==> src/rtl/display_scheduler_if.sv <==
// Bundle between the application sources and the display scheduler.
// The master drives requests and BCD data; the slave returns the scan strobe and frame data.
interface display_scheduler_if;
    logic [2:0]  req;
    logic [15:0] bcd_ch0;
    logic [15:0] bcd_ch1;
    logic [15:0] bcd_ch2;
    logic        alert;
    logic        hold;
    logic        scan_tick;
    logic [15:0] bcd_out;
    logic [3:0]  blank_mask;
    logic [2:0]  grant;
    logic        bcd_err;

    modport master (
        output req, bcd_ch0, bcd_ch1, bcd_ch2, alert, hold,
        input  scan_tick, bcd_out, blank_mask, grant, bcd_err
    );

    modport slave (
        input  req, bcd_ch0, bcd_ch1, bcd_ch2, alert, hold,
        output scan_tick, bcd_out, blank_mask, grant, bcd_err
    );
endinterface

==> src/rtl/display_scheduler.sv <==
// Round-robin owner of the 4-digit BCD scanner with alert override and frame-aligned latching.
// Generates the scan strobe, rotates ownership every DWELL_TICKS strobes, latches data every 4 strobes.
module display_scheduler #(
    parameter int SCAN_DIV    = 50000,
    parameter int DWELL_TICKS = 2000
) (
    input  logic             clk,
    input  logic             rst_n,
    display_scheduler_if.slave bus
);
    localparam int DATA_W  = 16;
    localparam int CNT_W   = (SCAN_DIV > 2) ? $clog2(SCAN_DIV) : 1;
    localparam int DWELL_W = $clog2(DWELL_TICKS + 1);
    localparam logic [CNT_W-1:0]   CNT_LAST   = CNT_W'(SCAN_DIV - 1);
    localparam logic [DWELL_W-1:0] DWELL_LAST = DWELL_W'(DWELL_TICKS - 1);

    typedef enum logic [1:0] {
        IDLE  = 2'd0,
        SHOW  = 2'd1,
        ALERT = 2'd2
    } state_t;

    logic [CNT_W-1:0]   cnt;
    logic [CNT_W-1:0]   cnt_nx;
    logic               tick;
    logic [1:0]         frame;
    logic               frame_bnd;

    state_t             state, state_nx;
    logic [1:0]         cur, cur_nx;
    logic               saved_vld, saved_vld_nx;
    logic [1:0]         saved, saved_nx;
    logic [DWELL_W-1:0] dwell, dwell_nx;
    logic [2:0]         grant_nx;
    logic [2:0]         grant_r;

    logic [2:0]         pick_cur;
    logic [2:0]         pick_lowest;
    logic [2:0]         pick_exit;

    logic [DATA_W-1:0]  sel;
    logic [DATA_W-1:0]  bcd_out_r;
    logic [3:0]         blank_r;
    logic               err_r;

    // Next requesting channel after 'from' in 0->1->2->0 order, 'from' itself last.
    // Result is {found, index}.
    function automatic logic [2:0] pick_after(input logic [1:0] from, input logic [2:0] r);
        logic [1:0] c1;
        logic [1:0] c2;
        c1 = (from == 2'd2) ? 2'd0 : from + 2'd1;
        c2 = (c1 == 2'd2) ? 2'd0 : c1 + 2'd1;
        if (r[c1])
            return {1'b1, c1};
        if (r[c2])
            return {1'b1, c2};
        if (r[from])
            return {1'b1, from};
        return 3'b000;
    endfunction

    function automatic logic [3:0] lead_blank(input logic [DATA_W-1:0] v);
        logic [3:0] m;
        m[3] = (v[15:12] == 4'd0);
        m[2] = m[3] & (v[11:8] == 4'd0);
        m[1] = m[2] & (v[7:4] == 4'd0);
        m[0] = 1'b0;
        return m;
    endfunction

    function automatic logic has_bad_digit(input logic [DATA_W-1:0] v);
        return (v[15:12] > 4'd9) | (v[11:8] > 4'd9) | (v[7:4] > 4'd9) | (v[3:0] > 4'd9);
    endfunction

    // Prescaler: tick is registered from the next count so it is high exactly while cnt == SCAN_DIV-1.
    assign cnt_nx = (cnt == CNT_LAST) ? '0 : cnt + 1'b1;

    always_ff @(posedge clk or negedge rst_n) begin
        if (!rst_n) begin
            cnt   <= '0;
            tick  <= 1'b0;
            frame <= 2'd0;
        end else begin
            cnt  <= cnt_nx;
            tick <= (cnt_nx == CNT_LAST);
            if (tick)
                frame <= frame + 2'd1;
        end
    end

    assign frame_bnd = tick & (frame == 2'd3);

    assign pick_cur    = pick_after(cur, bus.req);
    assign pick_lowest = pick_after(2'd2, bus.req);

    always_comb begin
        pick_exit = pick_lowest;
        if (saved_vld) begin
            if (bus.req[saved])
                pick_exit = {1'b1, saved};
            else
                pick_exit = pick_after(saved, bus.req);
        end
    end

    always_ff @(posedge clk or negedge rst_n) begin
        if (!rst_n) begin
            state     <= IDLE;
            cur       <= 2'd0;
            saved_vld <= 1'b0;
            saved     <= 2'd0;
            dwell     <= '0;
            grant_r   <= 3'b000;
        end else begin
            state     <= state_nx;
            cur       <= cur_nx;
            saved_vld <= saved_vld_nx;
            saved     <= saved_nx;
            dwell     <= dwell_nx;
            grant_r   <= grant_nx;
        end
    end

    // Priority: alert, then loss of the current request, then dwell expiry.
    always_comb begin
        state_nx     = state;
        cur_nx       = cur;
        saved_vld_nx = saved_vld;
        saved_nx     = saved;
        dwell_nx     = dwell;
        case (state)
            IDLE: begin
                if (bus.alert) begin
                    state_nx     = ALERT;
                    saved_vld_nx = 1'b0;
                end else if (pick_lowest[2]) begin
                    state_nx = SHOW;
                    cur_nx   = pick_lowest[1:0];
                    dwell_nx = '0;
                end
            end
            SHOW: begin
                if (bus.alert) begin
                    state_nx     = ALERT;
                    saved_vld_nx = 1'b1;
                    saved_nx     = cur;
                end else if (!bus.req[cur]) begin
                    dwell_nx = '0;
                    if (pick_cur[2])
                        cur_nx = pick_cur[1:0];
                    else
                        state_nx = IDLE;
                end else if (tick && !bus.hold) begin
                    if (dwell == DWELL_LAST) begin
                        cur_nx   = pick_cur[1:0];
                        dwell_nx = '0;
                    end else begin
                        dwell_nx = dwell + 1'b1;
                    end
                end
            end
            ALERT: begin
                if (!bus.alert) begin
                    dwell_nx = '0;
                    if (pick_exit[2]) begin
                        state_nx = SHOW;
                        cur_nx   = pick_exit[1:0];
                    end else begin
                        state_nx = IDLE;
                    end
                end
            end
            default: begin
                state_nx = IDLE;
            end
        endcase

        grant_nx = 3'b000;
        if (state_nx == SHOW)
            grant_nx = 3'b001 << cur_nx;
        else if (state_nx == ALERT)
            grant_nx = 3'b100;
    end

    always_comb begin
        sel = bus.bcd_ch2;
        if (state == SHOW) begin
            case (cur)
                2'd0:    sel = bus.bcd_ch0;
                2'd1:    sel = bus.bcd_ch1;
                default: sel = bus.bcd_ch2;
            endcase
        end
    end

    // Frame boundary: sample the owner's data once per 4 strobes so a frame never mixes channels.
    always_ff @(posedge clk or negedge rst_n) begin
        if (!rst_n) begin
            bcd_out_r <= '0;
            blank_r   <= 4'hF;
            err_r     <= 1'b0;
        end else if (frame_bnd) begin
            if (state == IDLE) begin
                bcd_out_r <= '0;
                blank_r   <= 4'hF;
                err_r     <= 1'b0;
            end else begin
                bcd_out_r <= sel;
                blank_r   <= lead_blank(sel);
                err_r     <= has_bad_digit(sel);
            end
        end
    end

    assign bus.scan_tick  = tick;
    assign bus.grant      = grant_r;
    assign bus.bcd_out    = bcd_out_r;
    assign bus.blank_mask = blank_r;
    assign bus.bcd_err    = err_r;
endmodule
==> src/flat_wrapper.sv <==
// flat-port wrapper written by rule: the top's interface ports become plain ports
module display_scheduler_flat 
#(
    parameter int SCAN_DIV    = 50000,
    parameter int DWELL_TICKS = 2000
)
  (clk, rst_n, bus_req, bus_bcd_ch0, bus_bcd_ch1, bus_bcd_ch2, bus_alert, bus_hold, bus_scan_tick, bus_bcd_out, bus_blank_mask, bus_grant, bus_bcd_err);
  display_scheduler_if bus_i ();
  input  logic clk;
  input  logic rst_n;
  input wire logic [$bits(bus_i.req)-1:0] bus_req;
  input wire logic [$bits(bus_i.bcd_ch0)-1:0] bus_bcd_ch0;
  input wire logic [$bits(bus_i.bcd_ch1)-1:0] bus_bcd_ch1;
  input wire logic [$bits(bus_i.bcd_ch2)-1:0] bus_bcd_ch2;
  input wire logic [$bits(bus_i.alert)-1:0] bus_alert;
  input wire logic [$bits(bus_i.hold)-1:0] bus_hold;
  output wire logic [$bits(bus_i.scan_tick)-1:0] bus_scan_tick;
  output wire logic [$bits(bus_i.bcd_out)-1:0] bus_bcd_out;
  output wire logic [$bits(bus_i.blank_mask)-1:0] bus_blank_mask;
  output wire logic [$bits(bus_i.grant)-1:0] bus_grant;
  output wire logic [$bits(bus_i.bcd_err)-1:0] bus_bcd_err;
  assign bus_i.req = bus_req;
  assign bus_i.bcd_ch0 = bus_bcd_ch0;
  assign bus_i.bcd_ch1 = bus_bcd_ch1;
  assign bus_i.bcd_ch2 = bus_bcd_ch2;
  assign bus_i.alert = bus_alert;
  assign bus_i.hold = bus_hold;
  assign bus_scan_tick = bus_i.scan_tick;
  assign bus_bcd_out = bus_i.bcd_out;
  assign bus_blank_mask = bus_i.blank_mask;
  assign bus_grant = bus_i.grant;
  assign bus_bcd_err = bus_i.bcd_err;
  display_scheduler #(.SCAN_DIV(SCAN_DIV), .DWELL_TICKS(DWELL_TICKS)) u_core (.clk(clk), .rst_n(rst_n), .bus(bus_i));
endmodule
==> config.mk <==
export PLATFORM = sky130hd
export DESIGN_NAME = display_scheduler_flat
export DESIGN_NICKNAME = d
export VERILOG_FILES = /design/src/rtl/display_scheduler_if.sv /design/src/rtl/display_scheduler.sv /design/src/flat_wrapper.sv
export SDC_FILE = /design/constraint.sdc
export NUM_CORES = 1
export LEC_CHECK = 0
export CAP_MARGIN = 20
export CORE_MARGIN = 2
export CORE_UTILIZATION = 45
export CTS_BUF_LIST = sky130_fd_sc_hd__clkbuf_2 sky130_fd_sc_hd__clkbuf_4 sky130_fd_sc_hd__clkbuf_8
export CTS_CLUSTER_DIAMETER = 60
export CTS_CLUSTER_SIZE = 24
export DETAILED_ROUTE_END_ITERATION = 7
export PLACE_DENSITY_LB_ADDON = 0.08
export SETUP_SLACK_MARGIN = 0.5
export SYNTH_ARGS = -nofsm -noshare
export SYNTH_HDL_FRONTEND = slang
export SYNTH_SLANG_ARGS = --single-unit
==> constraint.sdc <==
create_clock -name clk -period 2.2 [get_ports clk]
set_input_delay 0.22 -clock clk [delete_from_list [all_inputs] [get_ports clk]]
set_output_delay 0.22 -clock clk [all_outputs]
set_load 0.005 [all_outputs]
After elaboration in Yosys (flattened, before gate mapping)
Index checks and enable logic that the tools add are counted.

cells by class
  order comparisons = 10
  shift-type cells = 1
  $add $sub $neg = 7
  equal/unequal tests = 20
  bitwise logic cells = 6
  multiplexer cells = 95
  reductions and logical operators = 12

operators with widths
  operator                                                                      number
  11-bit 2-to-1 mux                                                             7
  3-bit 2-to-1 mux                                                              21
  16-bit 2-to-1 mux                                                             3
  2-bit 2-to-1 mux                                                              19
  1-bit 2-to-1 mux                                                              33
  11-bit case mux with 3 select lines                                           1
  16-bit equality test, second input constant                                   2
  16-bit case mux with 2 select lines                                           1
  2-bit by 3-bit less-than comparator with 1-bit output, second input constant  6
  16-bit by 1-bit adder with 16-bit output, second input constant               1
  4-bit greater-than comparator, second input constant                          4
  2-bit equality test, second input constant                                    7
  1-bit binary-select mux with 2-bit select                                     6
  4-bit zero test                                                               3
  2-bit case mux with 3 select lines                                            2
  11-bit by 1-bit adder with 11-bit output, second input constant               1
  11-bit equality test, second input constant                                   1
  2-bit by 1-bit adder with 2-bit output, second input constant                 5
  2-bit inequality test, second input constant                                  5
  2-bit by 1-bit equality test with 1-bit output, second input constant         3
  6-bit AND reduction                                                           1
  2-bit zero test                                                               2
  4-bit 2-to-1 mux                                                              1
  1-bit bitwise AND                                                             3
  11 further kinds                                                              13

word-level totals
  flip-flop bits (word level) = 61
  input bits = 55
  output and inout port bits = 25

Longest topological paths before layout
Gate-level depths: netlist (run 1).

  depth in word-level cells = 25
  gate-level depth with buffers = 7

Worst setup path before layout (run 1)
Ideal clock, no wire load.

  path kind = register to register
  start point = register u_core.dwell[0]
  end point = register u_core.dwell[0]
  stages on the path, launching flop included = 8
  path buffers = 1
  arrival = 1.877 ns
  setup slack = 0.258 ns
  cells stage by stage = dfrtp_1 -> ha_1 -> and4b_1 -> and3_1 -> or3_1 -> clkbuf_1 -> nor2_2 -> mux2_2

between the ends
  longest elaborated chain between the ends = 6
  elaborated cells on any way between the ends = 7
  classes of those cells = add/sub: 1; eq/ne: 1; mux: 5

ends and longest elaborated chain
  element                                                                                  line                                                RTL
  from (decl)                                                                              display_scheduler.sv:33                             logic [DWELL_W-1:0] dwell, dwell_nx;
  from (signal assigned)                                                                   display_scheduler.sv:119                            dwell <= dwell_nx;
  11-bit by 1-bit adder with 11-bit output / 11-bit equality test (equally long branches)  display_scheduler.sv:158, display_scheduler.sv:154
  11-bit 2-to-1 mux *                                                                      display_scheduler.sv:154                            if (dwell == DWELL_LAST) begin
  11-bit 2-to-1 mux *                                                                      display_scheduler.sv:153                            end else if (tick && !bus.hold) begin
  11-bit 2-to-1 mux *                                                                      display_scheduler.sv:147                            end else if (!bus.req[cur]) begin
  11-bit 2-to-1 mux *                                                                      display_scheduler.sv:143                            if (bus.alert) begin
  11-bit case mux with 3 select lines *                                                    display_scheduler.sv:131                            case (state)

Mark *: on every way between the ends. The rest lies on a longest branch, timed or not. The select of a mux whose other input is x is not followed.
A chain may end at the register's enable or synchronous reset.

Worst setup path after layout (run 1)
  start point = register u_core.cur[0]
  end point = register u_core.err_r, in the netlist u_core.bus.bcd_err

between the ends
  longest elaborated chain between the ends = 8
  elaborated cells on any way between the ends = 12
  classes of those cells = order compare: 4; eq/ne: 1; mux: 3; bitwise: 3; reduce/logical: 1

ends and longest elaborated chain
  element                                                                                   line                      RTL
  from (decl)                                                                               display_scheduler.sv:30   logic [1:0] cur, cur_nx;
  from (signal assigned)                                                                    display_scheduler.sv:116  cur <= cur_nx;
  2-bit by 1-bit equality test with 1-bit output / 2-bit zero test (equally long branches)  display_scheduler.sv:188  case (cur)
  16-bit case mux with 2 select lines *                                                     display_scheduler.sv:188
  16-bit 2-to-1 mux *                                                                       display_scheduler.sv:187  if (state == SHOW) begin
  4-bit greater-than comparator                                                             display_scheduler.sv:72   return (v[15:12] > 4'd9) | (v[11:8] > 4'd9) | (v[7:4] > 4'd9) | (v[3:0] > 4'd9);
  1-bit OR (2 in a row)                                                                     display_scheduler.sv:72
  1-bit OR *                                                                                display_scheduler.sv:72
  1-bit 2-to-1 mux *                                                                        display_scheduler.sv:203  if (state == IDLE) begin
  to (signal assigned)                                                                      display_scheduler.sv:210  err_r <= has_bad_digit(sel);
  to (decl)                                                                                 display_scheduler.sv:44   logic err_r;

Mark *: on every way between the ends. The rest lies on a longest branch, timed or not.

==> impl_metrics.ini, run 1 <==
[clocking]
cts.path.max_buffers = 2
cts_tree = done
root_buffer = clkbuf_8
htreeDepth = 3
path_clk_slew_ps = 80
clkSinkCount = 61
clk_latency_ps = 340
cts_made_buffers = 9

[setup_path]
path_max_fanout = 14
path_cells = buf_12, mux2_2, mux2_2, o311ai_0, o2111ai_1, a22o_1
start_kind = register
cp.depth = 6
reg2reg_depth = 6
criticalPathCategory = reg2reg
crit_top_cell = mux2_2
cp_top_family = compound AO/OA/AOI/OAI gates
cp.required_ps = 2430
critPathMaxStageDelay_ps = 490
cp-end-kind = register
crit_buf_inv = 1
cp.arrival_ps = 2260
crit_slowest_cell = dfrtp_1

[placed_design]
hpwl_um = 7610
gp_congestion = 0.879
post-place-cells = 609
port_buffers = 79

[route]
drt-initial-drc-count = 275
wl_per_cell_um = 16.9
vias = 3662
firstDrtPassIters = 5
detail-route-antenna-nets = 0
drt_wl_total_um = 11000
vias_per_cell = 5.62
drcViolationCount = 0

[synthesis]
synth.distinct_cells = 63
synth_flop_cell = dfrtp_1
synth_top_area_cell = dfrtp_1
synth_most_common_cell = dfrtp_1
synth_common_cells = 57 x dfrtp_1, 40 x nand2_1, 37 x o21ai_0
ys_ff_latch = 61
ys_warn_count = 0
synth_area_sq_um = 3700
async_flop_share_pct = 100
syn_nets = 473
syn_inst = 414
synth_edf_count = 0
yosysTopAreaCellShare_pct = 38.5
ys_seq_area_share_pct = 41.4
synth_area_leaders = dfrtp_1 39%, o21ai_0 5.0%, mux2i_1 4.6%
syn_avg_cell_area_sq_um = 8.94

[timing]
hold_violations = 0
finalHoldWorstSlack_ps = 430
fmax_mhz = 492
final_min_period_over_clock_period_pct = 92.4
period_minus_slack_ps = 2030
slew_viol_final = 0
timing.final.setup_violations = 0
rsz0062_at_grt = true
worst_slew_pin_slew_ps = 617
slew-limit-headroom_pct = 58.9
worst_clock_skew_ps = 11.9

[grt]
grt_usage_pct = 24.6
grt_pass1_vias = 3571
grt.overflow.total = 0
grt_max_degree = 38
antenna_found_initial = 0
grt_pass1_wl_um = 17400

[cells_and_area]
nets = 601
diodes = 0
fill_cells = 657
instances_no_fill = 652
area_delta_synth_final_pct = 48.0
drive_gt1_share_pct = 24.5
fin_util_pct = 67.7

[floorplanning]
rows = 33
core-area_sq_um = 8090
die_y_um = 94.7
design.die.area_sq_um = 8970
start_util_pct = 45.7
die_w_um = 94.7
ios = 80

[power]
total_power_uw = 2800
ir_worst_vdd_v = 0.000308
power.leakage_uw = 0.00228
power.density_nw_per_um2 = 510

[min_path]
hold_path.class = in2async

[flow_run]
cap_violations = 0

[run_status]
status = finished, final reports clean
==> registers in the layout, indices dropped and copies added, names as in the netlist <==
register and flops:
u_core.bus.bcd_out 16, u_core.cnt 16, u_core.dwell 11, u_core.bus.blank_mask 4
u_core.bus.grant 3, u_core.cur 2, u_core.frame 2, u_core.saved 2
u_core.state 2, u_core.bus.bcd_err 1, u_core.bus.scan_tick 1, u_core.saved_vld 1
==> power by group <==
part	switching (uW)	total, uW	internal (uW)	leakage, uW
Sequential	48.0	1200	1150	0.000719
Clock	484	929	445	0.0000889
Combinational	327	666	339	0.00148
Total	859	2800	1940	0.00228
==> kinds of logic after synthesis <==
| kind of cell | synth area share, % |
|---|---|
| muxes | 6.12 |
| adders and majority gates | 1.35 |
| AOI/OAI and AO/OA | 20.1 |
| buffers and inverters | 3.51 |
| and+or+nand+nor | 23.8 |
| DFF | 41.4 |
| xor gates and xnor gates | 3.78 |
==> cell usage in the layout (no fill, tap or decap), drive strengths merged, types with 3 or more instances in the layout <==
master         synthesis  layout
a21o                   4       4
clkdlybuf4s50          0      78
nand2                 40      40
and4                   3       3
a31oi                  4       4
o21ai                 40      40
and2                   6       6
nand4                  6       6
a21oi                 25      25
and3                   7       7
xor2                  10      10
mux2i                 17      17
nor2b                  8       8
buf                    6      58
dfrtp                 57      57
nor4                   3       3
or4                    3       3
nor2                  36      37
nor3                  18      18
inv                   12      13
nand2b                 5       5
mux2                   5       5
dfstp                  4       4
o2111ai                3       3
and4b                  3       3
xnor2                  6       6
clkinv                 0       3
ha                     4       4
a22o                  10      10
a211oi                 5       5
clkbuf                15      10
nand3                 11      11
or3                    5       5
==> layer usage <==
layer	up-vias	GRT usage [%]	routed length, um
met4	0	8.33	176
met1	1759	33.8	4980
met2	103	39.7	5240
met5	-	0	0
li1	1784	-	-
met3	16	3.99	644
==> final cells by class <==
class,count,area (sq um),share of cell area (%)
Clock buffer,10,138,2.51
Multi-Input combinational cell,321,2300,42.0
Clock inverter,6,46.3,0.845
Timing Repair Buffer,137,1270,23.2
Sequential cell,61,1540,28.2
Inverter,12,45.0,0.822
Tap cell,105,131,2.40
==> what timing repair did <==
action | CTS | global route
setup endpoints to repair | 29 | 41
cloned | 1 | 0
setup buffers | 12 | 13
hold endpoints to repair | 24 | 0
hold buffers | 1 | 0
pin swaps | 23 | 14
resized for setup | 33 | 20
==> worst paths after layout <==
check                                            start                        to  slack, ps
min in group clk                u_core.bus.bcd_out[14]    u_core.bus.bcd_out[14]        480
worst min register to register  u_core.bus.bcd_out[14]    u_core.bus.bcd_out[14]        480
worst max-delay path                     u_core.cur[0]        u_core.bus.bcd_err        170
worst max register to register           u_core.cur[0]        u_core.bus.bcd_err        170
max in group asynchronous                        rst_n  u_core.bus.blank_mask[3]       1090
worst min-delay path                             rst_n           u_core.state[0]        430
==> metrics by stage <==
stage               TNS, ps  setup slack (ps)  cell area, sq um
finish                    0               167              5480
global route              0               105              5480
CTS                       0               190              5300
detailed placement    -12.5             -12.5              4870
global placement          0              6.76              4870
floorplan                 0               386              3790
(Power assumes the default switching activity.)
==> run 2: changes to the inputs <==
--- a/config.mk
+++ b/config.mk
@@ -5,12 +5,12 @@
 export SDC_FILE = /design/constraint.sdc
 export NUM_CORES = 1
 export LEC_CHECK = 0
+export ABC_AREA = 1
 export CAP_MARGIN = 20
 export CORE_MARGIN = 2
 export CORE_UTILIZATION = 45
 export CTS_BUF_LIST = sky130_fd_sc_hd__clkbuf_2 sky130_fd_sc_hd__clkbuf_4 sky130_fd_sc_hd__clkbuf_8
 export CTS_CLUSTER_DIAMETER = 60
-export CTS_CLUSTER_SIZE = 24
 export DETAILED_ROUTE_END_ITERATION = 7
 export PLACE_DENSITY_LB_ADDON = 0.08
 export SETUP_SLACK_MARGIN = 0.5
==> run 2 against run 1 <==
Effect of this change: final cell count increased by 17%; clock power grew 22%; highest routed layer unchanged; register-to-register slack improved by 250 ps; area after synthesis grew 0.81%.
==> impl_metrics.ini, run 2 <==
[grt]
grt_pass1_vias = 3898
grt_pass1_wl_um = 17700
grt_max_degree = 62
grt_usage_pct = 24.8
antenna_found_initial = 0
grt.overflow.total = 0

[cells_and_area]
fill_cells = 704
fin_util_pct = 66.3
instances_no_fill = 761
layout_commonest_cell = nand2_1
nets = 710
drive_gt1_share_pct = 20.1
diodes = 0
mostFrequentLayoutCells = 149 x nand2_1, 76 x clkdlybuf4s50_1, 58 x inv_1
area_delta_synth_final_pct = 44.6

[synthesis]
ys_seq_area_share_pct = 41.0
syn_nets = 593
async_flop_share_pct = 100
synth_top_area_cell = dfrtp_1
synth_area_sq_um = 3730
ys_warn_count = 0
synth_area_leaders = dfrtp_1 38%, nand2_1 16%, nor2_1 7.1%
synth_flop_cell = dfrtp_1
ys_ff_latch = 61
synth_common_cells = 157 x nand2_1, 71 x nor2_1, 61 x inv_1
yosysTopAreaCellShare_pct = 38.2
syn_avg_cell_area_sq_um = 6.99
synth_most_common_cell = nand2_1
synth_edf_count = 0
syn_inst = 534
synth.distinct_cells = 40

[timing]
slew_viol_final = 0
finalWorstSetupSlack_ps = 414
worst_clock_skew_ps = 7.72
slew-limit-headroom_pct = 48.6
fin_tns_setup_ps = 0
fmax_mhz = 560
period_minus_slack_ps = 1790
timing.final.setup_violations = 0
hold_violations = 0
rsz0062_at_grt = true
final_min_period_over_clock_period_pct = 81.2
worst_slew_pin_slew_ps = 771

[setup_path]
cp-startpoint = u_core.cur[0]
reg2reg_to = u_core.bus.grant[2]
crit_top_cell = nand2_1
critPathMaxStageDelay_ps = 480
reg2reg_slack_ps = 410
cp.arrival_ps = 2020
cp-end-kind = register
reg2reg_depth = 14
path_max_fanout = 6
criticalPathCategory = reg2reg
start_kind = register
cp.required_ps = 2430
path_cells = nor2_4, buf_4, nand2_1, nand2_2, nor2_4, inv_1, nand2_1, nand2_1, nand2_1, a21oi_2, buf_4, a21oi_2, nand2_1, nand2_1
crit_slowest_cell = dfrtp_2
r2r_start = u_core.cur[0]

[clocking]
cts_tree = done
cts_made_buffers = 9
clkSinkCount = 61
clk_latency_ps = 340
htreeDepth = 3
path_clk_slew_ps = 80
cts.path.max_buffers = 2
root_buffer = clkbuf_8

[placed_design]
detailedPlace.worstSlack_ps = 107
hpwl_um = 7780
post-place-cells = 714
gp_congestion = 0.948
port_buffers = 79

[power]
ir_worst_vdd_v = 0.000553
power.density_nw_per_um2 = 821
power.leakage_uw = 0.00256

[route]
drcViolationCount = 0
drt_wl_total_um = 11200
detail-route-antenna-nets = 0
vias_per_cell = 5.28
vias = 4018
wl_per_cell_um = 14.7
firstDrtPassIters = 4
drt-initial-drc-count = 232

[floorplanning]
rows = 33
ios = 80
start_util_pct = 45.9
core-area_sq_um = 8130
design.die.area_sq_um = 9040
die_w_um = 95.1
die_y_um = 95.1

[flow_run]
cap_violations = 0

[min_path]
hold_path.class = in2async

[run_status]
status = finished, final reports clean
==> run 2: area by class of cell <==
| type | instances | area [sq um] | area share [%] |
|---|---|---|---|
| multi-input cells | 393 | 2080 | 38.5 |
| flip-flops and latches | 61 | 1540 | 28.6 |
| repair buffers | 120 | 1160 | 21.4 |
| inverters | 66 | 269 | 4.99 |
| well taps | 105 | 131 | 2.44 |
| clock buffers | 9 | 124 | 2.30 |
| clock inverters | 7 | 97.6 | 1.81 |
==> run 2: cell families (layout without fill, tap and decap cells) <==
kind of cell	Yosys count	count (layout)	share of synthesized area (%)
fa+ha+maj	4	4	1.34
xor+xnor	4	4	0.939
flops	61	61	41.0
compound gates	91	91	14.6
simple gates	294	294	33.6
buf+inv	80	202	8.51
==> run 2: worst max path at each step <==
stage	end	slack (ps)	cells past startpoint
3_5_place_dp	u_core.dwell[10]	110	11
6_report	u_core.bus.grant[2]	410	14
4_1_cts	u_core.bus.bcd_err	330	10
3_3_place_gp	u_core.bus.grant[0]	150	14
5_1_grt	u_core.bus.grant[0]	290	14
2_1_floorplan	u_core.bus.scan_tick	540	9
==> run 2: through the flow <==
step / total power [uW] / hold WS [ps] / cell area [sq um]
floorplan: 2270 / -75.6 / 3730
global placement: 2730 / 422 / 4660
detailed placement: 2750 / 424 / 4660
CTS: 4080 / 70.1 / 5110
global route: 4670 / 128 / 5400
finish: 4430 / 34.0 / 5400
==> run 2: routing by layer <==
metal  track usage (%)  share of wire, %  vias to the layer above
met5                 0                 0                        -
met4              12.6               3.6                        0
met3              4.74               6.9                       34
met2              39.7                46                      156
met1              32.0                43                     1862
li1                  -                 -                     1966
==> run 2: where the power goes <==
part | total, uW | switching, uW | internal [uW]
clock | 1130 | 489 | 641
combinational | 1960 | 1070 | 883
sequential | 1340 | 134 | 1210
total | 4430 | 1700 | 2730
==> run 2: timing repair <==
| action | in CTS | in global routing |
|---|---|---|
| pin swaps | 8 | 22 |
| endpoints found under the setup margin | 35 | 34 |
| cloned | 0 | 1 |
| buffers inserted | 15 | 15 |
| resized for setup | 34 | 49 |
| hold endpoints to repair | 0 | 0 |
| hold buffers | 0 | 0 |
==> run 2: critical path, delay by kind of cell (launching register included) <==
kind / cells / cell delay [ps]
AO/OA/AOI/OAI: 2 / 200
flip-flops: 1 / 480
buffers and inverters: 3 / 330
AND/OR/NAND/NOR: 9 / 680
